[config.mk]
export PLATFORM = sky130hd
export DESIGN_NAME = oled_spi_driver
export DESIGN_NICKNAME = d
export VERILOG_FILES = /design/src/rtl/oled_pkg.sv /design/src/rtl/oled_spi_byte_tx.sv /design/src/rtl/oled_spi_driver.sv
export SDC_FILE = /design/constraint.sdc
export NUM_CORES = 1
export LEC_CHECK = 0
export CAP_MARGIN = 20
export CORE_AREA = 3 3 102 104
export CTS_CLUSTER_DIAMETER = 50
export DETAILED_ROUTE_END_ITERATION = 8
export DIE_AREA = 0 0 105 107
export SETUP_SLACK_MARGIN = 0.1
export SLEW_MARGIN = 25
export SYNTH_ARGS = -nofsm -noshare
export SYNTH_HDL_FRONTEND = slang
export SYNTH_HIERARCHICAL = 1
export SYNTH_SLANG_ARGS = --single-unit
[constraint.sdc]
create_clock -name clk_in -period 3 [get_ports clk_in]
set_input_delay 0.75 -clock clk_in [delete_from_list [all_inputs] [get_ports clk_in]]
set_output_delay 0.75 -clock clk_in [all_outputs]
set_load 0.005 [all_outputs]
[src/rtl/oled_pkg.sv]
// Shared types and constants for the SSD1306 128x32 SPI driver and its upstream streamer.
// The ROMs hold the panel bring-up command list and the window-reset command list.
package oled_pkg;

  typedef enum logic [2:0] {
    S_RES_LOW,
    S_RES_WAIT,
    S_INIT,
    S_IDLE,
    S_DATA,
    S_SYNC
  } e_state;

  localparam int PANEL_W     = 128;
  localparam int PANEL_H     = 32;
  localparam int PANEL_PAGES = PANEL_H / 8;

  localparam int INIT_LEN = 25;
  localparam int SYNC_LEN = 6;

  // 20 01 selects vertical addressing to match the streamer's y-inner byte order
  localparam logic [7:0] INIT_ROM [INIT_LEN] = '{
    8'hAE, 8'hD5, 8'h80, 8'hA8, 8'h1F, 8'hD3, 8'h00, 8'h40, 8'h8D, 8'h14,
    8'h20, 8'h01, 8'hA1, 8'hC8, 8'hDA, 8'h02, 8'h81, 8'h8F, 8'hD9, 8'hF1,
    8'hDB, 8'h40, 8'hA4, 8'hA6, 8'hAF
  };

  localparam logic [7:0] SYNC_ROM [SYNC_LEN] = '{
    8'h21, 8'h00, 8'(PANEL_W - 1), 8'h22, 8'h00, 8'(PANEL_PAGES - 1)
  };

  function automatic int max3(input int a, input int b, input int c);
    int m;
    m = a;
    if (b > m) m = b;
    if (c > m) m = c;
    return m;
  endfunction

endpackage

[src/rtl/oled_spi_byte_tx.sv]
// SPI mode-0 byte shifter: one start loads a byte, frame is 16 SCLK half-periods
// plus a CS#-high gap, each CLK_DIV cycles long. done_out marks the last gap cycle.
module oled_spi_byte_tx #(
  parameter int CLK_DIV = 2
) (
  input  logic       clk_in,
  input  logic       reset_n_in,
  input  logic       start_in,
  input  logic [7:0] byte_in,
  input  logic       dc_in,
  output logic       busy_out,
  output logic       done_out,
  output logic       spi_sclk_out,
  output logic       spi_mosi_out,
  output logic       spi_cs_n_out,
  output logic       oled_dc_out
);

  localparam int DIV_W = (CLK_DIV > 1) ? $clog2(CLK_DIV) : 1;
  localparam logic [DIV_W-1:0] DIV_LAST = DIV_W'(CLK_DIV - 1);
  localparam logic [4:0] HALF_FIRST = 5'd16;

  logic             r_busy;
  logic [DIV_W-1:0] r_div;
  logic [4:0]       r_half;
  logic [6:0]       r_shift;
  logic             r_sclk;
  logic             r_mosi;
  logic             r_cs_n;
  logic             r_dc;

  logic       w_div_tc;
  logic       w_half_tc;
  logic [4:0] w_half_nxt;

  // r_half counts remaining half-periods: odd = SCLK high, even non-zero = SCLK low, 0 = gap
  assign w_div_tc   = (r_div == '0);
  assign w_half_tc  = (r_half == '0);
  assign w_half_nxt = r_half - 5'd1;

  always_ff @(posedge clk_in or negedge reset_n_in) begin
    if (!reset_n_in) begin
      r_busy  <= 1'b0;
      r_div   <= '0;
      r_half  <= '0;
      r_shift <= '0;
      r_sclk  <= 1'b0;
      r_mosi  <= 1'b0;
      r_cs_n  <= 1'b1;
      r_dc    <= 1'b0;
    end else if (!r_busy) begin
      if (start_in) begin
        r_busy  <= 1'b1;
        r_div   <= DIV_LAST;
        r_half  <= HALF_FIRST;
        r_shift <= byte_in[6:0];
        r_mosi  <= byte_in[7];
        r_sclk  <= 1'b0;
        r_cs_n  <= 1'b0;
        r_dc    <= dc_in;
      end
    end else if (!w_div_tc) begin
      r_div <= r_div - 1'b1;
    end else if (w_half_tc) begin
      r_busy <= 1'b0;
    end else begin
      r_div  <= DIV_LAST;
      r_half <= w_half_nxt;
      if (w_half_nxt == 5'd0) begin
        r_sclk <= 1'b0;
        r_cs_n <= 1'b1;
        r_mosi <= 1'b0;
      end else if (w_half_nxt[0]) begin
        r_sclk <= 1'b1;
      end else begin
        r_sclk  <= 1'b0;
        r_mosi  <= r_shift[6];
        r_shift <= {r_shift[5:0], 1'b0};
      end
    end
  end

  assign busy_out     = r_busy;
  assign done_out     = r_busy & w_div_tc & w_half_tc;
  assign spi_sclk_out = r_sclk;
  assign spi_mosi_out = r_mosi;
  assign spi_cs_n_out = r_cs_n;
  assign oled_dc_out  = r_dc;

endmodule

[src/rtl/oled_spi_driver.sv]
// SSD1306 sequencer: RES# pulse, init command list, then one data byte per write
// strobe and a column/page window reset per sync strobe.
//
// state      | meaning
// S_RES_LOW  | RES# held low for RES_LOW_CYCLES
// S_RES_WAIT | RES# high, settling for RES_WAIT_CYCLES
// S_INIT     | streaming INIT_ROM as commands
// S_IDLE     | ready, accepting write/sync strobes
// S_DATA     | sending the captured data byte
// S_SYNC     | streaming SYNC_ROM as commands
module oled_spi_driver
  import oled_pkg::*;
#(
  parameter int CLK_DIV         = 2,
  parameter int RES_LOW_CYCLES  = 16,
  parameter int RES_WAIT_CYCLES = 64
) (
  input  logic       clk_in,
  input  logic       reset_n_in,
  input  logic [7:0] data_in,
  input  logic       write_stb_in,
  input  logic       sync_stb_in,
  output logic       ready_out,
  output logic       spi_sclk_out,
  output logic       spi_mosi_out,
  output logic       spi_cs_n_out,
  output logic       oled_dc_out,
  output logic       oled_res_n_out
);

  localparam int CNT_MAX = max3(RES_LOW_CYCLES, RES_WAIT_CYCLES, 17 * CLK_DIV);
  localparam int CNT_W   = (CNT_MAX > 1) ? $clog2(CNT_MAX) : 1;
  localparam logic [CNT_W-1:0] RES_LOW_LAST  = CNT_W'(RES_LOW_CYCLES - 1);
  localparam logic [CNT_W-1:0] RES_WAIT_LAST = CNT_W'(RES_WAIT_CYCLES - 1);
  localparam logic [4:0] INIT_LAST = 5'(INIT_LEN - 1);
  localparam logic [4:0] SYNC_LAST = 5'(SYNC_LEN - 1);

  e_state           r_state;
  e_state           w_state_nxt;
  logic [CNT_W-1:0] r_cnt;
  logic [CNT_W-1:0] w_cnt_nxt;
  logic [4:0]       r_idx;
  logic [4:0]       w_idx_nxt;
  logic [7:0]       r_data;
  logic [7:0]       w_data_nxt;

  logic       w_start;
  logic [7:0] w_byte;
  logic       w_dc;
  logic       w_tx_busy;
  logic       w_tx_done;

  always_ff @(posedge clk_in or negedge reset_n_in) begin
    if (!reset_n_in) begin
      r_state <= S_RES_LOW;
      r_cnt   <= RES_LOW_LAST;
      r_idx   <= '0;
      r_data  <= '0;
    end else begin
      r_state <= w_state_nxt;
      r_cnt   <= w_cnt_nxt;
      r_idx   <= w_idx_nxt;
      r_data  <= w_data_nxt;
    end
  end

  // Sending states issue a start whenever the shifter is free, so every byte
  // costs one load cycle plus its frame.
  always_comb begin
    w_state_nxt = r_state;
    w_cnt_nxt   = r_cnt;
    w_idx_nxt   = r_idx;
    w_data_nxt  = r_data;
    w_start     = 1'b0;
    w_byte      = 8'h00;
    w_dc        = 1'b0;
    case (r_state)
      S_RES_LOW: begin
        if (r_cnt == '0) begin
          w_state_nxt = S_RES_WAIT;
          w_cnt_nxt   = RES_WAIT_LAST;
        end else begin
          w_cnt_nxt = r_cnt - 1'b1;
        end
      end
      S_RES_WAIT: begin
        if (r_cnt == '0) begin
          w_state_nxt = S_INIT;
          w_idx_nxt   = '0;
        end else begin
          w_cnt_nxt = r_cnt - 1'b1;
        end
      end
      S_INIT: begin
        w_byte  = INIT_ROM[r_idx];
        w_start = !w_tx_busy;
        if (w_tx_done) begin
          if (r_idx == INIT_LAST) w_state_nxt = S_IDLE;
          else                    w_idx_nxt   = r_idx + 5'd1;
        end
      end
      S_IDLE: begin
        if (write_stb_in) begin
          w_state_nxt = S_DATA;
          w_data_nxt  = data_in;
        end else if (sync_stb_in) begin
          w_state_nxt = S_SYNC;
          w_idx_nxt   = '0;
        end
      end
      S_DATA: begin
        w_byte  = r_data;
        w_dc    = 1'b1;
        w_start = !w_tx_busy;
        if (w_tx_done) w_state_nxt = S_IDLE;
      end
      S_SYNC: begin
        w_byte  = SYNC_ROM[r_idx[2:0]];
        w_start = !w_tx_busy;
        if (w_tx_done) begin
          if (r_idx == SYNC_LAST) w_state_nxt = S_IDLE;
          else                    w_idx_nxt   = r_idx + 5'd1;
        end
      end
      default: w_state_nxt = S_RES_LOW;
    endcase
  end

  oled_spi_byte_tx #(
    .CLK_DIV(CLK_DIV)
  ) u_byte_tx (
    .clk_in       (clk_in),
    .reset_n_in   (reset_n_in),
    .start_in     (w_start),
    .byte_in      (w_byte),
    .dc_in        (w_dc),
    .busy_out     (w_tx_busy),
    .done_out     (w_tx_done),
    .spi_sclk_out (spi_sclk_out),
    .spi_mosi_out (spi_mosi_out),
    .spi_cs_n_out (spi_cs_n_out),
    .oled_dc_out  (oled_dc_out)
  );

  assign ready_out      = (r_state == S_IDLE);
  assign oled_res_n_out = (r_state != S_RES_LOW);

endmodule

==> results of run 1 <==
-- registers in the layout, indices dropped and copies added (netlist names), 3 cells and up --
signal and count:
r_data 8, u_byte_tx/r_shift 7, r_cnt 6, r_idx 5, u_byte_tx/r_half 5, r_state 3
-- area by class of cell --
cell class                 count  area share, %
sequential                    40           31.3
clock inverter                 1          0.156
clock buffer                   7           2.37
tap                          133           5.18
inverter                      13           1.52
timing repair buffer          23           6.61
multi-input combinational    235           52.8
-- critical path, stage by stage, from the launching register on --
cell and delay [ns]:
dfrtp_1 0.66, and3b_1 0.32, clkdlybuf4s50_1 0.53
-- cell usage after synthesis (5+ instances only) --
cell,count
dfrtp_1,35
mux2_2,22
nand2_1,22
nor2_1,22
o21ai_0,21
a21oi_1,14
nand2b_1,14
inv_1,13
ha_1,12
clkbuf_1,11
a211oi_1,6
a221o_1,6
buf_2,6
dfstp_2,5
nand3_1,5
nor2b_1,5
o22ai_1,5
-- through the flow --
step	total power, W	hold slack, ns	utilization, %	cells
after floorplan	0.000550	0.454	-	308
after global placement	0.000576	0.468	32.5	444
after detailed placement	0.000577	0.472	32.5	444
after CTS	0.000934	0.488	33.3	452
after global routing	0.000962	0.461	33.4	452
final	0.000923	0.425	33.4	452
-- how the worst max path moves through the flow --
| stage | from | to | slack (ns) |
|---|---|---|---|
| global placement | u_byte_tx/r_half[0] | r_idx[2] | 0.56 |
| finish | r_state[0] | ready_out | 0.45 |
| floorplan | u_byte_tx/r_half[0] | r_idx[2] | 0.59 |
| global route | u_byte_tx/r_half[0] | r_idx[3] | 0.18 |
| detailed placement | r_idx[1] | u_byte_tx/r_shift[6] | 0.48 |
| CTS | r_state[0] | ready_out | 0.44 |
-- cells in the final DEF, fill, tap and decap left out, types with 4 or more instances in the layout --
cell	n
nand2b_1	14
buf_4	7
nor2b_1	5
ha_1	12
nor3_1	4
a31oi_1	4
inv_1	13
dfrtp_1	35
a21oi_1	14
o22ai_1	5
nand2_1	22
xnor2_1	4
dfstp_2	5
nand3_1	5
nor2_1	22
o221ai_1	4
o21ai_0	21
a22o_1	4
clkdlybuf4s50_1	16
mux2_2	22
clkbuf_8	5
a221o_1	6
a211oi_1	6
-- power by group through the flow --
stage	Combinational, W	Sequential [W]	Clock [W]
floorplan	0.000000742	0.000550	0
global placement	0.0000267	0.000549	0
detailed placement	0.0000271	0.000549	0
CTS	0.0000272	0.000539	0.000368
global route	0.0000295	0.000539	0.000393
finish	0.0000260	0.000539	0.000358
-- cells by family after synthesis --
kind of cell	synth area share, %
buf+inv	5.01
flops	35.4
mux	9.75
fa+ha+maj	5.27
simple gates	20.2
xor+xnor	1.54
compound gates	22.9
-- layer usage --
layer / up-vias / global-route usage [%]
met4: 0 / 2.62
met2: 40 / 19.3
li1: 1147 / -
met3: 7 / 2.35
met5: - / 0
met1: 1130 / 16.0
==> results.toml, run 1 <==
[clocking]
numClockSinks = 40
ctsHtreeMaxLevel = 2
post_cts_buffers = 0
cts-root-buf = "clkbuf_8"
clk_pin_slew_ns = 0.08
hold_buffers = 0
cts_resized = 0
cts_made_buffers = 5
clk_latency_ns = 0.30
cts_max_path_buffers = 2
cts_tree = "built"

[global_route]
track_usage_pct = 11.7
grt_max_degree = 41
grt_pass1_wl_um = 10900
globalRouteOverflowTotal = 0
grt_pass1_vias = 2174
antenna_found_initial = 0

[setup_path]
startpoint_type = "register"
cp_max_fo = 16
worstReg2RegEnd = "r_idx[3]"
worstSetupPathType = "register to primary output"
reg2reg_from = "u_byte_tx/r_half[0]"
ff2ff_path_depth = 9
end_kind = "primary output"
cp.arrival_ns = 1.80
worstPathRequired_ns = 2.25
r2r_setup_slack_ns = 0.45

[timing]
max_slew_margin_pct = 60.6
fin_ws_ns = 0.448
hold_violations = 0
max_freq_mhz = 392
max_slew.worst_pin.slew_ns = 0.591
fin_crit_sh_pct = 85.1
setup_viol = 0
slew_violations = 0
setup_tns_ns = 0
fin_crit_ns = 2.55
rsz0062_at_grt = "no"
fin_skew_ns = 0.0152

[yosys]
syn-cell-area_mm2 = 0.00285
yosysSeqAreaShare_pct = 35.4
async_reset_ff_share_pct = 100
synth-main-ff-cell = "dfrtp_1"
synth_top_cell_area_share_pct = 30.7
syn_inst = 308
synth_edf_count = 0
ys_types = 65
avgSynthCellArea_um2 = 9.25
synthTopCellsByArea = "dfrtp_1 (31%), mux2_2 (8.7%), ha_1 (5.3%)"
yosys_warnings = 6
ys_ff_latch = 40
yosysTopAreaCell = "dfrtp_1"
syn-num-nets = 332

[power]
p_comb_share_pct = 2.8
sequentialPowerShare_pct = 58.4
switching_share_pct = 22.5
leakagePower_nw = 1.32
p_int_w = 0.000715
power_density_mw_per_mm2 = 287
ir_worst_vdd_mv = 0.156
clockPowerShare_pct = 38.8
power_switching_w = 0.000207

[outcome]
status = "completed"

[finish]
seq_area_mm2 = 0.00101
syn2layout_area_growth_pct = 12.9
drive_above_1_share_pct = 16.3
final_nets = 342
n_fill_cell = 1025
n_antenna_cell = 0
final_area_mm2 = 0.00322
multi_input_area_mm2 = 0.00170

[hold_path]
hp-class = "primary input to async pin"

[detailed_routing]
dr_wl_met3_um = 211
ant_nets = 0
routed.top_layer = "met4"
via_per_inst = 5.14
vias = 2324
drt_wl_total_um = 6440
firstDrtPassIters = 4
wl_per_cell_um = 14.3
wl_met1_um = 3060
remaining_drc_errors = 0
route.met2.wl_um = 3100
first_iter_violations = 126

[die]
start_util_pct = 29.6
core_region_area_mm2 = 0.00964
die_width_um = 105
io-pin-count = 18
die_h_um = 107
fp-row-count = 36
die_area_mm2 = 0.0112

[placed_design]
place_ws_ns = 0.482
io_buffers = 17
dp_hpwl_um = 4720
place_congestion = 0.870
placed_cell_area_mm2 = 0.00313

[job]
maxCapViolCount = 0
(Power assumes the default switching activity.)
==> run 2, diff against run 1 <==
Settings changed: CTS_CLUSTER_SIZE set to 16.
==> results of run 2 <==
Same layout as run 1: the final DEF is identical, and so are final timing and power.
==> run 3, diff against run 2 <==
Settings changed: CORE_AREA 3 3 102 104 to 3 3 68 134, DIE_AREA 0 0 105 107 to 0 0 71 137.
==> run 3 against run 2 <==
Compared with the run above: first-iteration DRC count rose by 22%; register-to-register slack improved by 0.02 ns; count of clock-buffer cells in the layout fell by 2; critical path depth did not move; worst hold slack improved by 0.012 ns; setup slack got worse by 0.015 ns; non-clock buffer count rose by 1; clock skew fell by 0.010 ns; final cell count fell by 7.5%; die area fell by 13%; global-route usage rose by 3.6 points; largest cell class unchanged; largest power group is now the clock network.
==> results.toml, run 3 (synthesis gave the netlist of run 1 again) <==
[outcome]
status = "completed"

[setup_path]
cpPeakStageDelay_ns = 0.66
worstPathRequired_ns = 2.25
critPathBufInv = 1
startpoint_type = "register"
cp_max_fo = 16
end_kind = "primary output"
cp_top_family = "flip-flops"
cp.arrival_ns = 1.82
cp_cell_sequence = "and3b_1 -> clkdlybuf4s50_1"
slowest_stage = "dfrtp_1"
worstSetupPathType = "register to primary output"

[placed_design]
dp_hpwl_um = 5340
place_ws_ns = 0.470
io_buffers = 17
place_congestion = 0.870

[finish]
final_nets = 343
syn2layout_area_growth_pct = 14.6
drive_above_1_share_pct = 17.2
n_antenna_cell = 0
final_common_cell = "dfrtp_1"
top_register = "r_data"
reg_top3 = "r_data x8, u_byte_tx/r_shift x7, r_cnt x6"
layout_common_cells = "dfrtp_1 (35), nor2_1 (22), nand2_1 (22), mux2_2 (22), o21ai_0 (21)"
largest_reg_flops = 8

[die]
die_area_mm2 = 0.00973
io-pin-count = 18
fp-row-count = 47
start_util_pct = 34.6
core_region_area_mm2 = 0.00823
die_h_um = 137
die_width_um = 71

[global_route]
grt_max_degree = 41
track_usage_pct = 15.3
grt_pass1_vias = 2394
globalRouteOverflowTotal = 0
antenna_found_initial = 0
grt_pass1_wl_um = 11700

[detailed_routing]
via_per_inst = 5.56
firstDrtPassIters = 5
vias = 2323
ant_nets = 0
remaining_drc_errors = 0
first_iter_violations = 154
wl_per_cell_um = 16.8
drt_wl_total_um = 7030

[timing]
max_slew_margin_pct = 60.7
hold_violations = 0
fin_ws_ns = 0.432
max_slew.worst_pin.slew_ns = 0.589
slew_violations = 0
setup_viol = 0
max_freq_mhz = 389
fin_skew_ns = 0.00524
fin_crit_sh_pct = 85.6
setup_tns_ns = 0
fin_crit_ns = 2.57
rsz0062_at_grt = "no"

[hold_path]
hp-class = "primary input to async pin"

[power]
power_density_mw_per_mm2 = 362
leakagePower_nw = 1.36
ir_worst_vdd_mv = 0.208

[clocking]
clk_pin_slew_ns = 0.06
clk_latency_ns = 0.29
post_cts_buffers = 0
numClockSinks = 40
ctsHtreeMaxLevel = 2
cts-root-buf = "clkbuf_16"
cts_tree = "built"
cts_resized = 0
cts_max_path_buffers = 2
cts_made_buffers = 5
hold_buffers = 0

[job]
maxCapViolCount = 0
==> run 3: changes by cell type in the layout (fill, tap and decap cells not counted) <==
cell and change:
buf_4 +1, clkbuf_8 -5, clkbuf_1 -2, clkbuf_16 +5, bufinv_16 +1, clkinvlp_4 +1
==> run 3: per-stage QoR <==
stage	utilization, %	total power [W]	hold WS, ns	cells	area [um2]
2_1_floorplan	-	0.000550	0.454	308	2850
3_3_place_gp	37.6	0.000576	0.469	410	3100
3_5_place_dp	37.6	0.000576	0.471	410	3100
4_1_cts	39.6	0.00120	0.488	418	3260
5_1_grt	39.7	0.00121	0.489	418	3270
6_report	39.7	0.00118	0.437	418	3270
==> run 3: power breakdown <==
| group | internal [W] | switching (W) | leakage, nW | total, W |
|---|---|---|---|---|
| Clock | 0.000391 | 0.000227 | 0.0798 | 0.000618 |
| Combinational | 0.0000125 | 0.0000131 | 0.789 | 0.0000257 |
| Sequential | 0.000540 | 0 | 0.494 | 0.000540 |
==> run 3: path summary, 6_finish.rpt <==
kind | slack [ns] | cells past startpoint | startpoint | endpoint
setup / recovery | 0.43 | 2 | r_state[0] | ready_out
hold / removal | 0.44 | 1 | reset_n_in | u_byte_tx/r_half[1]
setup reg to reg | 0.47 | 8 | r_idx[1] | u_byte_tx/r_shift[6]
hold reg to reg | 0.49 | 2 | u_byte_tx/oled_dc_out | u_byte_tx/oled_dc_out
max in group asynchronous | 2.17 | 1 | reset_n_in | r_cnt[2]
min in group clk_in | 0.49 | 2 | u_byte_tx/oled_dc_out | u_byte_tx/oled_dc_out
==> run 3: layer usage <==
| metal | up-vias | wire, um | GRT usage, % |
|---|---|---|---|
| li1 | 1148 | - | - |
| met1 | 1134 | 2630 | 15.8 |
| met2 | 27 | 4050 | 29.9 |
| met3 | 14 | 115 | 1.40 |
| met4 | 0 | 235 | 7.64 |
| met5 | - | 0 | 0 |
==> run 3: layout make-up <==
class,count,area (um2)
fillers,865,4970
multi-input cells,235,1700
flip-flops and latches,40,1010
repair buffers,24,220
clock buffers,5,125
well taps,98,123
inverters,13,48.8
clock inverters,3,42.5
